==> src/rtl/alu_share_arbiter.sv <==
// alu_share_arbiter: round-robin share of one external combinational ALU between two requesters.
// A granted request is latched onto the ALU inputs, the result is captured one cycle later and
// held on the owner's response channel until that owner consumes it. One transaction in flight.
module alu_share_arbiter #(
   parameter int unsigned XLEN = 32,
   parameter int unsigned OPW  = 8
) (
   input  logic            i_clock,
   input  logic            i_reset,
   input  logic [1:0]      i_req_valid,
   output logic [1:0]      o_req_ready,
   input  logic [OPW-1:0]  i_req_opcode0,
   input  logic [OPW-1:0]  i_req_opcode1,
   input  logic [XLEN-1:0] i_req_op1_0,
   input  logic [XLEN-1:0] i_req_op1_1,
   input  logic [XLEN-1:0] i_req_op2_0,
   input  logic [XLEN-1:0] i_req_op2_1,
   output logic [1:0]      o_rsp_valid,
   input  logic [1:0]      i_rsp_ready,
   output logic [XLEN-1:0] o_rsp_result,
   output logic [OPW-1:0]  o_alu_opcode,
   output logic [XLEN-1:0] o_alu_operand1,
   output logic [XLEN-1:0] o_alu_operand2,
   input  logic [XLEN-1:0] i_alu_result,
   output logic            o_busy,
   output logic [31:0]     o_op_count
);

   typedef enum logic [1:0] {
      StIdle = 2'd0,
      StExec = 2'd1,
      StResp = 2'd2
   } state_e;

   state_e          r_state;
   logic            r_last_grant;
   logic            r_owner;
   logic            r_busy;
   logic [1:0]      r_rsp_valid;
   logic [XLEN-1:0] r_rsp_result;
   logic [OPW-1:0]  r_alu_opcode;
   logic [XLEN-1:0] r_alu_operand1;
   logic [XLEN-1:0] r_alu_operand2;
   logic [31:0]     r_op_count;

   logic            w_winner;
   logic            w_accept;

   // Arbitration: a lone requester wins outright; on a tie the port not granted last time wins.
   always_comb begin
      w_winner    = (i_req_valid == 2'b11) ? ~r_last_grant : i_req_valid[1];
      w_accept    = (r_state == StIdle) && (|i_req_valid);
      o_req_ready = 2'b00;
      if (w_accept) begin
         o_req_ready[w_winner] = 1'b1;
      end
   end

   // Transaction FSM: latch winner's payload, sample ALU result, hold response until owner takes it.
   always_ff @(posedge i_clock) begin
      if (i_reset) begin
         r_state        <= StIdle;
         r_last_grant   <= 1'b1;
         r_owner        <= 1'b0;
         r_busy         <= 1'b0;
         r_rsp_valid    <= 2'b00;
         r_rsp_result   <= '0;
         r_alu_opcode   <= '0;
         r_alu_operand1 <= '0;
         r_alu_operand2 <= '0;
         r_op_count     <= 32'd0;
      end else begin
         case (r_state)
            StIdle: begin
               if (w_accept) begin
                  r_alu_opcode   <= w_winner ? i_req_opcode1 : i_req_opcode0;
                  r_alu_operand1 <= w_winner ? i_req_op1_1   : i_req_op1_0;
                  r_alu_operand2 <= w_winner ? i_req_op2_1   : i_req_op2_0;
                  r_owner        <= w_winner;
                  r_last_grant   <= w_winner;
                  r_busy         <= 1'b1;
                  r_state        <= StExec;
               end
            end
            StExec: begin
               r_rsp_result <= i_alu_result;
               r_rsp_valid  <= r_owner ? 2'b10 : 2'b01;
               r_state      <= StResp;
            end
            StResp: begin
               // Only the owner's ready retires the response; the other port's ready is ignored.
               if (i_rsp_ready[r_owner]) begin
                  r_rsp_valid <= 2'b00;
                  r_op_count  <= r_op_count + 32'd1;
                  r_busy      <= 1'b0;
                  r_state     <= StIdle;
               end
            end
            default: begin
               r_rsp_valid <= 2'b00;
               r_busy      <= 1'b0;
               r_state     <= StIdle;
            end
         endcase
      end
   end

   assign o_rsp_valid    = r_rsp_valid;
   assign o_rsp_result   = r_rsp_result;
   assign o_alu_opcode   = r_alu_opcode;
   assign o_alu_operand1 = r_alu_operand1;
   assign o_alu_operand2 = r_alu_operand2;
   assign o_busy         = r_busy;
   assign o_op_count     = r_op_count;

endmodule

==> config.mk <==
export PLATFORM = sky130hd
export DESIGN_NAME = alu_share_arbiter
export DESIGN_NICKNAME = d
export VERILOG_FILES = /design/src/rtl/alu_share_arbiter.sv
export SDC_FILE = /design/constraint.sdc
export NUM_CORES = 1
export LEC_CHECK = 0
export CORE_AREA = 2 2 127 129
export DETAILED_ROUTE_END_ITERATION = 16
export DIE_AREA = 0 0 129 131
export PLACE_DENSITY = 0.79
export SLEW_MARGIN = 0
export SYNTH_ARGS = -nofsm -noshare
export SYNTH_HDL_FRONTEND = slang
export SYNTH_SLANG_ARGS = --single-unit
export TNS_END_PERCENT = 20
==> constraint.sdc <==
create_clock -name i_clock -period 3.4 [get_ports i_clock]
set_clock_uncertainty 0.15 [all_clocks]
set_input_delay 0.34 -clock i_clock [delete_from_list [all_inputs] [get_ports i_clock]]
set_output_delay 0.34 -clock i_clock [all_outputs]
set_load 0.01 [all_outputs]
==> flow_summary.toml <==
[clock_network]
cts_buffer_depth = 2
cts-root-buf = "clkbuf_16"
cts_buffers = 17
cts_sinks = 143
cts_setup_buffers = 0
h-tree-depth = 4
cts-resized-gates = 0
cts_tree = "built"
worstSkewPairLatency_ns = 0.41
holdBufCountCts = 0
cts.clk_slew.worst_paths_ns = 0.06

[routing]
vias = 5985
wl_per_cell_um = 17.1
drtIter0Drc = 693
first_pass_iters = 10
route.detailed.drc = 0
antenna_left = 0
wirelength_mm = 19.5
via_per_inst = 5.26

[timing]
max_slew_margin_pct = 42.0
tns_ns = 0
period_needed_ns = 2.53
slew_violations = 0
max_freq_mhz = 396
setup_viol = 0
fin_crit_sh_pct = 74.3
rsz0062_at_grt = "no"
worst_slew_pin_slew_ns = 0.870
hold_viol = 0

[worst_setup_path]
path_buf_inv = 1
critPathRequiredTime_ns = 2.91
path_cells = "nor2_1 -> nand2_1 -> a21oi_4 -> clkdlybuf4s50_1"
crit_family = "buffers and inverters"
path_class = "reg -> out"
cp_slowest_cell = "clkdlybuf4s50_1"
end_kind = "primary output"
startpoint_type = "flop"
worst-path-max-fanout = 10
slowest_delay_ns = 0.59
worst_ep_arrival_time_ns = 2.04

[final_layout]
drive_gt1_share_pct = 6.51
nNetsFinal = 1092
final_common_cell = "clkdlybuf4s50_1"
layout_common_cells = "clkdlybuf4s50_1 (321), dfxtp_1 (143), nor2_1 (113)"
antenna_cells = 0
nFillCells = 1319
area_growth_pct = 71.6

[synthesis]
synth_cell_types = 41
ys_ff_latch = 143
ys_async_sr_fraction_pct = 0
ys_seq_area_share_pct = 51.5
synth_ff_type = "dfxtp_1"
synth_nets = 793
synthCells = 610
yosysWarnings = 0
syn_avg_cell_area_sq_um = 9.11
synth_area_sq_um = 5560
synth_edf_count = 0

[floorplanning]
die-area_sq_um = 16900
die_width_um = 129
num_rows = 46
ios = 323
die_h_um = 131
start_util_pct = 35.6
coreArea_sq_um = 15600

[power_and_ir_drop]
power_mw = 4.63
powerDensity_nw_per_um2 = 485
leakage_nw = 3.42
irDropWorstVdd_uv = 301

[global_route]
overflow = 0
track_usage_pct = 21.7
grt_pass1_wl_mm = 28.8
grt_antenna_before_repair = 0
grt_max_degree = 81
grt_pass1_vias = 5491

[placed_design]
gp_congestion = 0.818
io_buffers = 322
post-dp-hpwl_mm = 13.7

[hold_path]
hold_path.class = "reg -> reg"

[job]
max-cap-violations = 0

[run_status]
status = "finished, final reports clean"
==> cell type report <==
class	count	area, sq um	area share [%]
Clock inverter	11	130	1.36
Tap cell	216	270	2.83
Inverter	9	33.8	0.354
Multi-Input combinational cell	408	2490	26.1
Sequential cell	143	2860	30.0
Clock buffer	21	460	4.83
Timing Repair Buffer	330	3290	34.5
==> flip-flops by register name (all words and copies together) (netlist names) <==
register and cells:
o_alu_opcode 8, o_alu_operand1 32, o_alu_operand2 32, o_busy 1, o_op_count 32, o_rsp_result 32
o_rsp_valid 2, r_last_grant 1, r_owner 1, r_state 2
==> cell usage after synthesis (all sizes together), types with 2 or more instances <==
cell type / count / area, sq um
or3: 2 / 12.5
nor3b: 2 / 15.0
nor3: 10 / 55.1
dfxtp: 143 / 2860
mux2i: 3 / 30.0
or4b: 2 / 23.8
nand3: 9 / 45.0
clkbuf: 41 / 154
buf: 9 / 47.6
nor4: 4 / 76.3
xor2: 5 / 43.8
nand2: 79 / 297
and4: 5 / 46.3
o21ai: 6 / 30.0
xnor2: 17 / 149
nor2b: 4 / 25.0
and3: 5 / 31.3
nor2: 113 / 424
inv: 9 / 33.8
a31o: 2 / 17.5
a21oi: 43 / 215
nand4: 12 / 81.3
a222oi: 72 / 721
mux2: 5 / 56.3
==> routing by layer <==
layer	part of all wire (%)	track usage (%)	vias to the layer above	wire length [um]
met2	51	37.8	289	9920
met3	8.1	6.60	32	1590
met4	2.1	8.82	2	419
met5	0.031	0	-	6
met1	39	25.0	2835	7580
li1	-	-	2827	-
==> power breakdown <==
group | switching, mW | total (mW) | internal [mW] | leakage (nW)
registers | 0.0722 | 1.87 | 1.79 | 1.17
clock network | 0.737 | 1.86 | 1.13 | 0.277
logic | 0.390 | 0.898 | 0.508 | 1.98
total | 1.20 | 4.63 | 3.43 | 3.42
==> per-stage QoR <==
step	instance area (sq um)	std cells	hold WS (ns)	setup slack [ns]	util, %
after global routing	9540	1138	0.319	0.775	61.2
after global placement	8950	1106	0.291	0.912	57.4
after CTS	9540	1138	0.298	0.828	61.2
final	9540	1138	0.304	0.874	61.2
after floorplan	5560	610	0.309	1.27	-
after detailed placement	8950	1106	0.297	0.846	57.4
==> worst register-to-register path: stages (launching register included) <==
cell and delay [ns]:
dfxtp_1 0.54, nand2_1 0.34, or4b_4 0.61, nor4_2 0.27, mux2_2 0.35
==> final timing paths <==
check | startpoint | end | slack [ns] | cells past startpoint
max | r_state[1] | o_req_ready[0] | 0.87 | 4
min | o_rsp_result[9] | o_rsp_result[9] | 0.30 | 2
max reg2reg | o_op_count[2] | o_op_count[30] | 1.03 | 4
min reg2reg | o_rsp_result[9] | o_rsp_result[9] | 0.30 | 2
==> logic make-up after synthesis <==
kind of cell	count (synthesis)	synth area share (%)
compound gates	125	18.0
xor+xnor	22	3.47
fa+ha+maj	1	0.225
buf+inv	59	4.23
flops	143	51.5
mux	8	1.55
simple gates	252	21.0
Power figures use the tool's default switching activity.
